===== config.mk =====
export PLATFORM = sky130hd
export DESIGN_NAME = motor_controller_top
export DESIGN_NICKNAME = d
export VERILOG_FILES = /design/src/rtl/motor_controller_top.sv
export SDC_FILE = /design/constraint.sdc
export NUM_CORES = 1
export LEC_CHECK = 0
export CAP_MARGIN = 5
export CORE_UTILIZATION = 55
export DETAILED_ROUTE_END_ITERATION = 10
export GPL_ROUTABILITY_DRIVEN = 0
export PLACE_DENSITY = 0.76
export SLEW_MARGIN = 10
export SYNTH_ARGS = -nofsm -noshare
export SYNTH_HDL_FRONTEND = slang
export SYNTH_SLANG_ARGS = --single-unit

===== constraint.sdc =====
create_clock -name clock_100Mhz -period 5.1 [get_ports clock_100Mhz]
set_clock_uncertainty 0.2 [all_clocks]
set_input_delay 1.275 -clock clock_100Mhz [delete_from_list [all_inputs] [get_ports clock_100Mhz]]
set_output_delay 1.275 -clock clock_100Mhz [all_outputs]
set_load 0.01 [all_outputs]

===== src/rtl/motor_controller_top.sv =====
// Motor controller top: latches a 4-digit setpoint, multiplexes it onto a 7-segment display,
// drives a duty-controlled PWM and writes the setpoint to an HD44780-style LCD on request.
module motor_controller_top #(
  parameter int REFRESH_CYCLES = 100000,
  parameter int PWM_PRESC      = 1000,
  parameter int UPDATE_CYCLES  = 10000000,
  parameter int LCD_E_CYCLES   = 50,
  parameter int LCD_GAP_CYCLES = 200000
) (
  input  logic       clock_100Mhz,
  input  logic       reset,
  input  logic [3:0] bit_A,
  input  logic [3:0] bit_B,
  input  logic [3:0] bit_C,
  input  logic [3:0] bit_D,
  input  logic       sw_0,
  input  logic       start,
  output logic [3:0] Anode_Activate,
  output logic [6:0] LED_out,
  output logic [7:0] LED,
  output logic       freq,
  output logic       controlar_sw,
  output logic       actualizar,
  output logic       pwm,
  output logic [7:0] data,
  output logic       RS,
  output logic       RW,
  output logic       E
);

  localparam int REF_W = (REFRESH_CYCLES > 1) ? $clog2(REFRESH_CYCLES) : 1;
  localparam int PSC_W = (PWM_PRESC > 1) ? $clog2(PWM_PRESC) : 1;
  localparam int UPD_W = (UPDATE_CYCLES > 1) ? $clog2(UPDATE_CYCLES) : 1;
  localparam int LCD_MAX = (LCD_E_CYCLES > LCD_GAP_CYCLES) ? LCD_E_CYCLES : LCD_GAP_CYCLES;
  localparam int LCD_W = (LCD_MAX > 1) ? $clog2(LCD_MAX) : 1;

  localparam logic [REF_W-1:0] REF_LAST = REF_W'(REFRESH_CYCLES - 1);
  localparam logic [PSC_W-1:0] PSC_LAST = PSC_W'(PWM_PRESC - 1);
  localparam logic [UPD_W-1:0] UPD_LAST = UPD_W'(UPDATE_CYCLES - 1);
  localparam logic [LCD_W-1:0] E_LAST   = LCD_W'(LCD_E_CYCLES - 1);
  localparam logic [LCD_W-1:0] GAP_LAST = LCD_W'(LCD_GAP_CYCLES - 1);
  localparam logic [3:0]       LAST_IDX = 4'd8;

  typedef enum logic [2:0] {S_IDLE, S_SETUP, S_EHIGH, S_ELOW, S_NEXT} lcd_state_t;

  logic [UPD_W-1:0] upd_cnt_reg, upd_cnt_next;
  logic             upd_wrap;
  logic             actualizar_reg;
  logic [3:0][3:0]  bits_in;
  logic [3:0][3:0]  dig_reg, dig_next;
  logic [3:0]       tens_next, units_next;
  logic [6:0]       duty_reg, duty_next;

  logic [REF_W-1:0] ref_cnt_reg;
  logic [1:0]       sel_reg;
  logic [3:0]       seg_digit;

  logic [PSC_W-1:0] psc_reg;
  logic             psc_wrap;
  logic [6:0]       pc_reg, pc_next;
  logic             freq_reg;

  logic             sw_meta_reg, ctl_sw_reg;
  logic             start_sync_reg, start_prev_reg, start_edge;

  lcd_state_t       state_reg, state_next;
  logic [3:0]       idx_reg, idx_next;
  logic [LCD_W-1:0] lcd_cnt_reg, lcd_cnt_next;
  logic [7:0]       data_reg, data_next;
  logic             rs_reg, rs_next, e_reg, e_next;

  // Setpoint update timer and digit latch
  assign upd_wrap     = (upd_cnt_reg == UPD_LAST);
  assign upd_cnt_next = upd_wrap ? '0 : upd_cnt_reg + 1'b1;
  assign bits_in      = {bit_A, bit_B, bit_C, bit_D};

  for (genvar gi = 0; gi < 4; gi++) begin : g_dig
    assign dig_next[gi] = upd_wrap ? bits_in[gi] : dig_reg[gi];
  end

  assign tens_next  = (dig_next[1] > 4'd9) ? 4'd9 : dig_next[1];
  assign units_next = (dig_next[0] > 4'd9) ? 4'd9 : dig_next[0];
  assign duty_next  = 7'(tens_next) * 7'd10 + 7'(units_next);

  always_ff @(posedge clock_100Mhz or posedge reset) begin
    if (reset) begin
      upd_cnt_reg    <= '0;
      actualizar_reg <= 1'b0;
      dig_reg        <= '0;
      duty_reg       <= '0;
    end else begin
      upd_cnt_reg    <= upd_cnt_next;
      actualizar_reg <= (upd_cnt_next == UPD_LAST);
      dig_reg        <= dig_next;
      duty_reg       <= duty_next;
    end
  end

  // Display refresh: one digit slot every REFRESH_CYCLES
  always_ff @(posedge clock_100Mhz or posedge reset) begin
    if (reset) begin
      ref_cnt_reg <= '0;
      sel_reg     <= '0;
    end else if (ref_cnt_reg == REF_LAST) begin
      ref_cnt_reg <= '0;
      sel_reg     <= sel_reg + 2'd1;
    end else begin
      ref_cnt_reg <= ref_cnt_reg + 1'b1;
    end
  end

  // Slot 0 is the leftmost digit (digA), stored at index 3
  assign seg_digit = dig_reg[~sel_reg];

  always_comb begin
    case (sel_reg)
      2'd0:    Anode_Activate = 4'b0111;
      2'd1:    Anode_Activate = 4'b1011;
      2'd2:    Anode_Activate = 4'b1101;
      default: Anode_Activate = 4'b1110;
    endcase
  end

  always_comb begin
    case (seg_digit)
      4'h0:    LED_out = 7'b0000001;
      4'h1:    LED_out = 7'b1001111;
      4'h2:    LED_out = 7'b0010010;
      4'h3:    LED_out = 7'b0000110;
      4'h4:    LED_out = 7'b1001100;
      4'h5:    LED_out = 7'b0100100;
      4'h6:    LED_out = 7'b0100000;
      4'h7:    LED_out = 7'b0001111;
      4'h8:    LED_out = 7'b0000000;
      4'h9:    LED_out = 7'b0000100;
      4'hA:    LED_out = 7'b0001000;
      4'hB:    LED_out = 7'b1100000;
      4'hC:    LED_out = 7'b0110001;
      4'hD:    LED_out = 7'b1000010;
      4'hE:    LED_out = 7'b0110000;
      default: LED_out = 7'b0111000;
    endcase
  end

  // PWM step counter, 100 steps per period
  assign psc_wrap = (psc_reg == PSC_LAST);
  assign pc_next  = !psc_wrap ? pc_reg : ((pc_reg == 7'd99) ? 7'd0 : pc_reg + 7'd1);

  always_ff @(posedge clock_100Mhz or posedge reset) begin
    if (reset) begin
      psc_reg  <= '0;
      pc_reg   <= '0;
      freq_reg <= 1'b1;
    end else begin
      psc_reg  <= psc_wrap ? '0 : psc_reg + 1'b1;
      pc_reg   <= pc_next;
      freq_reg <= (pc_next < 7'd50);
    end
  end

  always_ff @(posedge clock_100Mhz or posedge reset) begin
    if (reset) begin
      sw_meta_reg    <= 1'b0;
      ctl_sw_reg     <= 1'b0;
      start_sync_reg <= 1'b0;
      start_prev_reg <= 1'b0;
    end else begin
      sw_meta_reg    <= sw_0;
      ctl_sw_reg     <= sw_meta_reg;
      start_sync_reg <= start;
      start_prev_reg <= start_sync_reg;
    end
  end

  assign start_edge = start_sync_reg & ~start_prev_reg;

  function automatic logic [7:0] hex_ascii(input logic [3:0] n);
    return (n < 4'd10) ? (8'h30 + {4'h0, n}) : (8'h37 + {4'h0, n});
  endfunction

  // {RS, data} for each position of the LCD write sequence
  function automatic logic [8:0] lcd_byte(input logic [3:0] idx, input logic [3:0][3:0] digs);
    case (idx)
      4'd0:                    return {1'b0, 8'h38};
      4'd1:                    return {1'b0, 8'h0C};
      4'd2:                    return {1'b0, 8'h06};
      4'd3:                    return {1'b0, 8'h01};
      4'd4, 4'd5, 4'd6, 4'd7:  return {1'b1, hex_ascii(digs[~idx[1:0]])};
      default:                 return {1'b0, 8'h80};
    endcase
  endfunction

  // LCD FSM: state register
  always_ff @(posedge clock_100Mhz or posedge reset) begin
    if (reset) begin
      state_reg   <= S_IDLE;
      idx_reg     <= '0;
      lcd_cnt_reg <= '0;
    end else begin
      state_reg   <= state_next;
      idx_reg     <= idx_next;
      lcd_cnt_reg <= lcd_cnt_next;
    end
  end

  // LCD FSM: next state
  always_comb begin
    state_next   = state_reg;
    idx_next     = idx_reg;
    lcd_cnt_next = '0;
    case (state_reg)
      S_IDLE: begin
        if (start_edge) begin
          state_next = S_SETUP;
          idx_next   = '0;
        end
      end
      S_SETUP: state_next = S_EHIGH;
      S_EHIGH: begin
        if (lcd_cnt_reg == E_LAST) state_next = S_ELOW;
        else lcd_cnt_next = lcd_cnt_reg + 1'b1;
      end
      S_ELOW: begin
        if (lcd_cnt_reg == GAP_LAST) state_next = S_NEXT;
        else lcd_cnt_next = lcd_cnt_reg + 1'b1;
      end
      S_NEXT: begin
        if (idx_reg == LAST_IDX) begin
          state_next = S_IDLE;
        end else begin
          state_next = S_SETUP;
          idx_next   = idx_reg + 4'd1;
        end
      end
      default: state_next = S_IDLE;
    endcase
  end

  // LCD FSM: outputs, computed one cycle early so the bus is registered.
  // Characters use the digit values current during SETUP.
  always_comb begin
    e_next = (state_next == S_EHIGH);
    {rs_next, data_next} = {rs_reg, data_reg};
    if (state_next == S_SETUP) {rs_next, data_next} = lcd_byte(idx_next, dig_next);
  end

  always_ff @(posedge clock_100Mhz or posedge reset) begin
    if (reset) begin
      data_reg <= 8'h00;
      rs_reg   <= 1'b0;
      e_reg    <= 1'b0;
    end else begin
      data_reg <= data_next;
      rs_reg   <= rs_next;
      e_reg    <= e_next;
    end
  end

  assign pwm          = ctl_sw_reg & (pc_reg < duty_reg);
  assign freq         = freq_reg;
  assign controlar_sw = ctl_sw_reg;
  assign actualizar   = actualizar_reg;
  assign LED          = {ctl_sw_reg, duty_reg};
  assign data         = data_reg;
  assign RS           = rs_reg;
  assign RW           = 1'b0;
  assign E            = e_reg;

endmodule


==> flow_metrics.tcl, run 1 <==
set metrics [dict create \
    first_pass_iters 7 \
    p_int_mw 1.869 \
    wl_met2_mm 6.601 \
    worst_pin_slew_ns 0.9193 \
    mostFrequentLayoutCells "123 x dfrtp_1, 73 x nor2_1, 52 x clkdlybuf4s50_1" \
    syn-num-nets 699 \
    met3WireLength_microns 426 \
    numCtsBuffers 17 \
    setup_ws_ns 0.7451 \
    fin_util 0.6713 \
    whs_endpoint "controlar_sw" \
    outcome "finished with violations" \
    min_from "sw_meta_reg" \
    setup_viol_count_final 0 \
    track_usage 0.2348 \
    worst_path_max_delay_cell "mux4_2" \
    cp_num_buf_inv 3 \
    cts.sinks 124 \
    die_area_sq_mm 0.01256 \
    required_ns 3.62 \
    fin_setup_tns_ns 0 \
    reg2reg_to "duty_reg[6]" \
    arrival_ns 2.88 \
    violations "design-rule violations" \
    ys_top_cells_by_area "dfrtp_1 46%, ha_1 6.0%, xor2_1 4.7%, xnor2_1 4.3%, nor2_1 4.1%" \
    cellLeakagePower_nw 3.532 \
    slowest_delay_ns 0.62 \
    vias_per_cell 5.563 \
    yosysWarnings 0 \
    cts_root_buffer "clkbuf_16" \
    dp_hpwl_mm 9.690 \
    routedWlPerCell_microns 15.54 \
    hold_viol_final 0 \
    synth_area_leader_cell "dfrtp_1" \
    seq_power_share 0.451 \
    crit_type "reg -> out" \
    holdPathStages 0 \
    clockBufferDepth 2 \
    finalPower_mw 2.464 \
    layout_commonest_cell "dfrtp_1" \
    synth_area_sq_mm 0.006663 \
    rr_startpoint "upd_cnt_reg[7]" \
    slew_violations 0 \
    crit_path_start_kind "register" \
    core-area_sq_mm 0.01161 \
    drv_cap 0 \
    synth_edf_count 0 \
    finalNetCount 755 \
    period_share 0.8539 \
    start_util 0.5737 \
    synth_area_per_cell_sq_um 10.31 \
    p_switching_uw 595.6 \
    port-buffer-count 52 \
    ios 54 \
    cts_hold_buf 0 \
    pre_cts_ws_ns 1.160 \
    p_clk_frac 0.447 \
    fmax_mhz 229.6 \
    hold_path.class "reg -> reg" \
    cpMostUsedCell "inv_1" \
    swShare 0.2417 \
    synth_seq_area_share 0.4659 \
    diodes 0 \
    path_cells "mux4_2 > inv_1 > ha_1 > inv_1 > nor2_1 > a211oi_1 > a31oi_1 > clkdlybuf4s50_1" \
    area_delta_synth_final_pct 17.01 \
    whs_ns 0.1462 \
    die_y_microns 112.1 \
    path_clk_slew_ns 0.05 \
    layout_min_cycle_time_ns 4.355 \
    critPathTopFamily "buffers and inverters" \
    yosysUniqueCellTypes 72 \
    clk_latency_ns 0.42 \
    met1Wirelength_mm 6.155 \
    ys.flop_type "dfrtp_1" \
    largest_reg_flops 24 \
    grt.overflow.total 0 \
    antenna_found_initial 0 \
    synth_top_cell_area_share 0.4620 \
    crit_path_max_fanout 7 \
    grt_pass1_wl_mm 23.31 \
    cts_htree_levels 4 \
    tritoncts "done" \
    top_layer_used "met4" \
    p_comb_frac 0.103 \
    critPathCaptureType "output pin" \
    routed_wl_mm 13.34 \
    die_width_microns 112.1 \
    max-slew-margin-rel 0.3871 \
    worst-r2r-setup-slack_ns 1.34 \
    vias 4773 \
    detail-route-antenna-nets 0 \
    cts_setup_buffers 0 \
    rsz0062_at_grt "false" \
    grt_pass1_vias 4972 \
    powerDensity_mw_per_mm2 316.1 \
    num_rows 39 \
    grt_max_degree 48 \
    async_flop_share 1.000 \
    syn_inst 646 \
    peakVddDrop_mv 0.3593 \
    cts_resized 0 \
    reg2reg_depth 11 \
    drt_iter0_markers 219 \
    ys_ff_latch 124 \
    drt_drc_violations_left 1 \
    drive_gt1_frac 0.1147 \
]
==> how the worst max path moves through the flow <==
stage / startpoint / to / slack [ns] / depth (start not counted)
after floorplan: reset / E / 0.33 / 1
after global placement: sel_reg[0] / LED_out[3] / 1.30 / 8
after detailed placement: sel_reg[0] / LED_out[3] / 1.16 / 8
after CTS: sel_reg[0] / LED_out[3] / 0.71 / 8
after global routing: sel_reg[0] / LED_out[3] / 0.54 / 8
final: sel_reg[0] / LED_out[3] / 0.75 / 8
==> power groups by stage <==
stage	sequential (mW)	clock [mW]	combinational [mW]
2_1_floorplan	1.12	0	0.138
3_3_place_gp	1.13	0	0.248
3_5_place_dp	1.13	0	0.257
4_1_cts	1.11	1.12	0.259
5_1_grt	1.12	1.16	0.282
6_report	1.11	1.10	0.254
==> metal layers <==
| metal | global-route usage | vias to the layer above |
|---|---|---|
| met5 | 0 | - |
| met4 | 0.07733 | 0 |
| met3 | 0.06587 | 17 |
| met2 | 0.3872 | 61 |
| met1 | 0.3003 | 2342 |
| li1 | - | 2353 |
==> logic make-up (layout without fill, tap and decap cells) <==
family	after synthesis	in the layout	share of synthesized area
mux	25	25	0.04977
other cells	1	1	0.0005628
xor+xnor	69	69	0.09070
flops	124	124	0.4659
buf+inv	55	124	0.04037
simple gates	265	265	0.2178
fa+ha+maj	33	33	0.06310
compound gates	74	74	0.07174
==> metrics by stage <==
stage / instance area, sq um / std cells
final: 7796 / 858
after global placement: 7257 / 826
after global routing: 7796 / 858
after detailed placement: 7257 / 826
after CTS: 7796 / 858
after floorplan: 6663 / 646
==> final cells by class <==
type                       count  area (sq um)
fill                         864          3817
multi-input combinational    467          3289
sequential                   124          3104
timing repair buffer          55         543.0
clock buffer                  24         471.7
tap                          143         178.9
inverter                      37         141.4
clock inverter                 8         67.56
==> synthesized netlist by cell type (all sizes together) (2+ instances only) <==
cell type	count
mux4	4
clkbuf	10
nand4b	2
a22oi	2
mux2	19
dfrtp	123
nor2b	13
xor2	36
ha	32
a22o	2
nor3	21
and2	6
o21ai	26
nand3b	2
nor2	74
and2b	2
nand3	30
a211oi	4
buf	8
nand4	16
nand2	49
o31ai	4
and3b	2
and4	10
nand2b	7
inv	37
or4b	2
o21a	3
a21o	3
o22ai	6
and3	9
nand4bb	2
mux2i	2
xnor2	33
or4	3
a31oi	3
a21oi	17
nor4	7
or3	2
==> worst reg2reg max path: cells and delay by family, from the launching register on <==
family / cells / cell delay [ns]
AOI/OAI and AO/OA: 2 / 0.41
xor gates and xnor gates: 1 / 0.14
adders and majority gates: 2 / 0.66
DFF: 1 / 0.42
muxes: 1 / 0.40
and+or+nand+nor: 5 / 1.41
No activity file was read; power rests on OpenSTA's default activity.
==> inputs of run 2 (changes only) <==
--- a/config.mk
+++ b/config.mk
@@ -9,6 +9,7 @@
 export CORE_UTILIZATION = 55
 export DETAILED_ROUTE_END_ITERATION = 10
 export GPL_ROUTABILITY_DRIVEN = 0
+export MAX_ROUTING_LAYER = met4
 export PLACE_DENSITY = 0.76
 export SLEW_MARGIN = 10
 export SYNTH_ARGS = -nofsm -noshare
==> flow_metrics.tcl, run 2 (synthesis gave the netlist of run 1 again) <==
set metrics [dict create \
    outcome "finished with violations" \
    violations "design-rule violations" \
    clockBufferDepth 2 \
    mostFrequentLayoutCells "123 x dfrtp_1, 73 x nor2_1, 52 x clkdlybuf4s50_1" \
    ios 54 \
    finalNetCount 755 \
    cts_resized 0 \
    die_y_microns 112.1 \
    whs_endpoint "controlar_sw" \
    track_usage 0.2421 \
    area_delta_synth_final_pct 17.01 \
    hold_viol_final 0 \
    crit_type "reg -> out" \
    layout_commonest_cell "dfrtp_1" \
    worst-r2r-setup-slack_ns 1.34 \
    detail-route-antenna-nets 0 \
    grt_max_degree 48 \
    fin_util 0.6713 \
    routedWlPerCell_microns 15.52 \
    grt_pass1_vias 4979 \
    nFillCells 864 \
    vias_per_cell 5.568 \
    reg2reg_to "duty_reg[6]" \
    die_width_microns 112.1 \
    drt_drc_violations_left 1 \
    rr_startpoint "upd_cnt_reg[7]" \
    finalPower_mw 2.464 \
    arrival_ns 2.88 \
    p_clk_frac 0.446 \
    start_util 0.5737 \
    holdPathStages 0 \
    powerDensity_mw_per_mm2 316.1 \
    numCtsBuffers 17 \
    min_from "sw_meta_reg" \
    die_area_sq_mm 0.01256 \
    p_int_mw 1.869 \
    peakVddDrop_mv 0.3590 \
    layout_min_cycle_time_ns 4.360 \
    cts_htree_levels 4 \
    crit_path_start_kind "register" \
    first_pass_iters 7 \
    swShare 0.2416 \
    drv_cap 0 \
    core-area_sq_mm 0.01161 \
    port-buffer-count 52 \
    period_share 0.8548 \
    num_rows 39 \
    cellLeakagePower_nw 3.532 \
    antenna_found_initial 0 \
    cts_setup_buffers 0 \
    drt_iter0_markers 230 \
    critPathCaptureType "output pin" \
    grt.overflow.total 0 \
    dp_hpwl_mm 9.690 \
    cts_hold_buf 0 \
    fmax_mhz 229.4 \
    vias 4777 \
    cts_root_buffer "clkbuf_16" \
    required_ns 3.62 \
    clk_latency_ns 0.42 \
    rsz0062_at_grt "false" \
    diodes 0 \
    p_switching_uw 595.4 \
    slew_violations 0 \
    path_clk_slew_ns 0.05 \
    reg2reg_depth 11 \
    tritoncts "done" \
    max-slew-margin-rel 0.3788 \
    routed_wl_mm 13.32 \
    grt_pass1_wl_mm 23.30 \
    largest_reg_flops 24 \
    fin_setup_tns_ns 0 \
    cts.sinks 124 \
    hold_path.class "reg -> reg" \
    drive_gt1_frac 0.1147 \
    p_comb_frac 0.103 \
    crit_path_max_fanout 7 \
    setup_viol_count_final 0 \
    seq_power_share 0.451 \
    worst_pin_slew_ns 0.9318 \
]
-- run 2: cell counts in the layout (fill, tap and decap cells not counted) --
No cell type changed its count.
-- run 2: critical path, cell delays in order, from the launching register on --
cell and delay [ns]:
dfrtp_1 0.53, mux4_2 0.62, inv_1 0.13, ha_1 0.19, inv_1 0.09, nor2_1 0.12, a211oi_1 0.06, a31oi_1 0.16
clkdlybuf4s50_1 0.56
-- run 2: how the worst max path moves through the flow --
stage | end | from | cells past startpoint | slack (ns)
2_1_floorplan | E | reset | 1 | 0.33
3_3_place_gp | LED_out[3] | sel_reg[0] | 8 | 1.30
3_5_place_dp | LED_out[3] | sel_reg[0] | 8 | 1.16
4_1_cts | LED_out[3] | sel_reg[0] | 8 | 0.71
5_1_grt | LED_out[3] | sel_reg[0] | 8 | 0.54
6_report | LED_out[3] | sel_reg[0] | 8 | 0.74
-- run 2: power by group through the flow --
stage | combinational (mW) | sequential (mW) | clock [mW]
5_1_grt | 0.282 | 1.12 | 1.16
4_1_cts | 0.259 | 1.11 | 1.12
6_report | 0.254 | 1.11 | 1.10
3_5_place_dp | 0.257 | 1.13 | 0
3_3_place_gp | 0.248 | 1.13 | 0
2_1_floorplan | 0.138 | 1.12 | 0
-- run 2: layout make-up --
class,count,area (sq um),share of cell area
clock buffers,24,471.7,0.06050
inverters,37,141.4,0.01814
repair buffers,55,543.0,0.06965
flip-flops and latches,124,3104,0.3982
clock inverters,8,67.56,0.008666
multi-input cells,467,3289,0.4219
well taps,143,178.9,0.02295
-- run 2: per-stage QoR --
step / cells / hold slack [ns] / setup slack, ns / cell area (sq um)
2_1_floorplan: 646 / 0.1312 / 0.3274 / 6663
3_3_place_gp: 826 / 0.1328 / 1.298 / 7257
3_5_place_dp: 826 / 0.1364 / 1.160 / 7257
4_1_cts: 858 / 0.1488 / 0.7093 / 7796
5_1_grt: 858 / 0.1553 / 0.5374 / 7796
6_report: 858 / 0.1462 / 0.7405 / 7796
-- run 2: routing by layer --
metal  global-route usage  wire, microns
met2               0.3876           6597
met4              0.07733            172
met5                    -              0
met1               0.3003           6157
met3              0.06533            389
==> inputs of run 3 (changes only) <==
--- a/config.mk
+++ b/config.mk
@@ -6,7 +6,9 @@
 export NUM_CORES = 1
 export LEC_CHECK = 0
 export CAP_MARGIN = 5
+export CORE_MARGIN = 4
 export CORE_UTILIZATION = 55
+export CTS_CLUSTER_DIAMETER = 60
 export DETAILED_ROUTE_END_ITERATION = 10
 export GPL_ROUTABILITY_DRIVEN = 0
 export MAX_ROUTING_LAYER = met4
==> flow_metrics.tcl, run 3 (synthesis gave the netlist of run 1 again) <==
set metrics [dict create \
    layout_commonest_cell "dfrtp_1" \
    finalPower_mw 2.566 \
    mostFrequentLayoutCells "123 x dfrtp_1, 73 x nor2_1, 52 x clkdlybuf4s50_1" \
    grt.met2_usage 0.3637 \
    num_rows 39 \
    worst_pin_slew_ns 0.8530 \
    grt_pass1_wl_mm 24.01 \
    tritoncts "done" \
    top_usage_layer "met2" \
    die_area_sq_mm 0.01394 \
    outcome "complete, no violations" \
    layout_min_cycle_time_ns 4.355 \
    die_width_microns 118.1 \
    crit_path_max_fanout 7 \
    grt_max_degree 71 \
    die_y_microns 118.1 \
    grtUsageMet1 0.2663 \
    cts_setup_buffers 0 \
    area_delta_synth_final_pct 17.78 \
    period_share 0.8539 \
    dp_hpwl_mm 10.04 \
    routedWlPerCell_microns 16.44 \
    clk_latency_ns 0.41 \
    cts_htree_levels 4 \
    setup_ws_ns 0.7453 \
    track_usage 0.2185 \
    hold_path.class "reg -> reg" \
    path_cells "mux4_2 > inv_1 > ha_1 > inv_1 > nor2_1 > a211oi_1 > a31oi_1 > clkdlybuf4s50_1" \
    slowest_delay_ns 0.63 \
    register_area_sq_mm 0.003104 \
    vias_per_cell 5.643 \
    clockBufferDepth 2 \
    fin_setup_tns_ns 0 \
    arrival_ns 2.88 \
    cts_hold_buf 0 \
    detail-route-antenna-nets 0 \
    vias 4842 \
    cellLeakagePower_nw 3.561 \
    routed_wl_mm 14.11 \
    rsz0062_at_grt "false" \
    fmax_mhz 229.6 \
    cts_root_buffer "clkbuf_16" \
    reg2reg_depth 11 \
    multiInputGateArea_sq_mm 0.003289 \
    nFillCells 885 \
    numCtsBuffers 17 \
    drt_iter0_markers 340 \
    cpMostUsedCell "inv_1" \
    slew_violations 0 \
    pre_cts_ws_ns 1.176 \
    crit_path_start_kind "register" \
    hold_viol_final 0 \
    antenna_found_initial 0 \
    port-buffer-count 52 \
    holdPathStages 0 \
    grt.overflow.total 0 \
    grt_use_met3 0.04950 \
    first_pass_iters 7 \
    largest_reg_flops 24 \
    start_util 0.5737 \
    crit_type "reg -> out" \
    ios 54 \
    required_ns 3.62 \
    powerDensity_mw_per_mm2 327.0 \
    final_cells 858 \
    dp.cells 826 \
    cts_resized 0 \
    whs_ns 0.1633 \
    max-slew-margin-rel 0.4313 \
    cts.sinks 124 \
    diodes 0 \
    placed_area_sq_mm 0.007257 \
    drv_cap 0 \
    worst_path_max_delay_cell "mux4_2" \
    drive_gt1_frac 0.1175 \
    setup_viol_count_final 0 \
    drt_drc_violations_left 0 \
    path_clk_slew_ns 0.06 \
    fin_util 0.6757 \
    final_area_sq_mm 0.007848 \
    finalNetCount 755 \
    core-area_sq_mm 0.01161 \
    peakVddDrop_mv 0.2117 \
    grt_pass1_vias 4976 \
    critPathCaptureType "output pin" \
]
[run 3: worst paths after layout]
| path | to | start | slack [ns] |
|---|---|---|---|
| setup / recovery | LED_out[3] | sel_reg[0] | 0.75 |
| hold / removal | controlar_sw | sw_meta_reg | 0.16 |
| setup reg to reg | duty_reg[6] | upd_cnt_reg[7] | 1.35 |
| hold reg to reg | controlar_sw | sw_meta_reg | 0.16 |
| max in group asynchronous | upd_cnt_reg[20] | reset | 2.56 |
| min in group asynchronous | lcd_cnt_reg[3] | reset | 1.20 |
[run 3: final cells by class]
cell class,count,share of cell area
clock buffer,25,0.06441
clock inverter,7,0.01084
inverter,37,0.01802
multi-input combinational,467,0.4192
sequential,124,0.3956
tap,143,0.02280
timing repair buffer,55,0.06920
[run 3: worst max-delay path: cells and delay by family, from the launching register on]
| kind | cells | cell delay (ns) |
|---|---|---|
| flip-flops | 1 | 0.52 |
| AO/OA/AOI/OAI | 2 | 0.22 |
| buffers and inverters | 3 | 0.79 |
| AND/OR/NAND/NOR | 1 | 0.12 |
| adder cells (fa/ha/maj) | 1 | 0.19 |
| multiplexers | 1 | 0.63 |
[run 3: per-layer routing]
layer / wire [microns] / vias to the layer above
li1: - / 2344
met4: 145 / 0
met5: 0 / -
met1: 6156 / 2379
met2: 7300 / 100
met3: 507 / 19
[run 3: report_power, final]
part	leakage, nW	switching (mW)	total [mW]	internal [mW]
registers	1.59	0.0654	1.11	1.05
clock network	0.297	0.414	1.19	0.779
logic	1.68	0.128	0.259	0.131
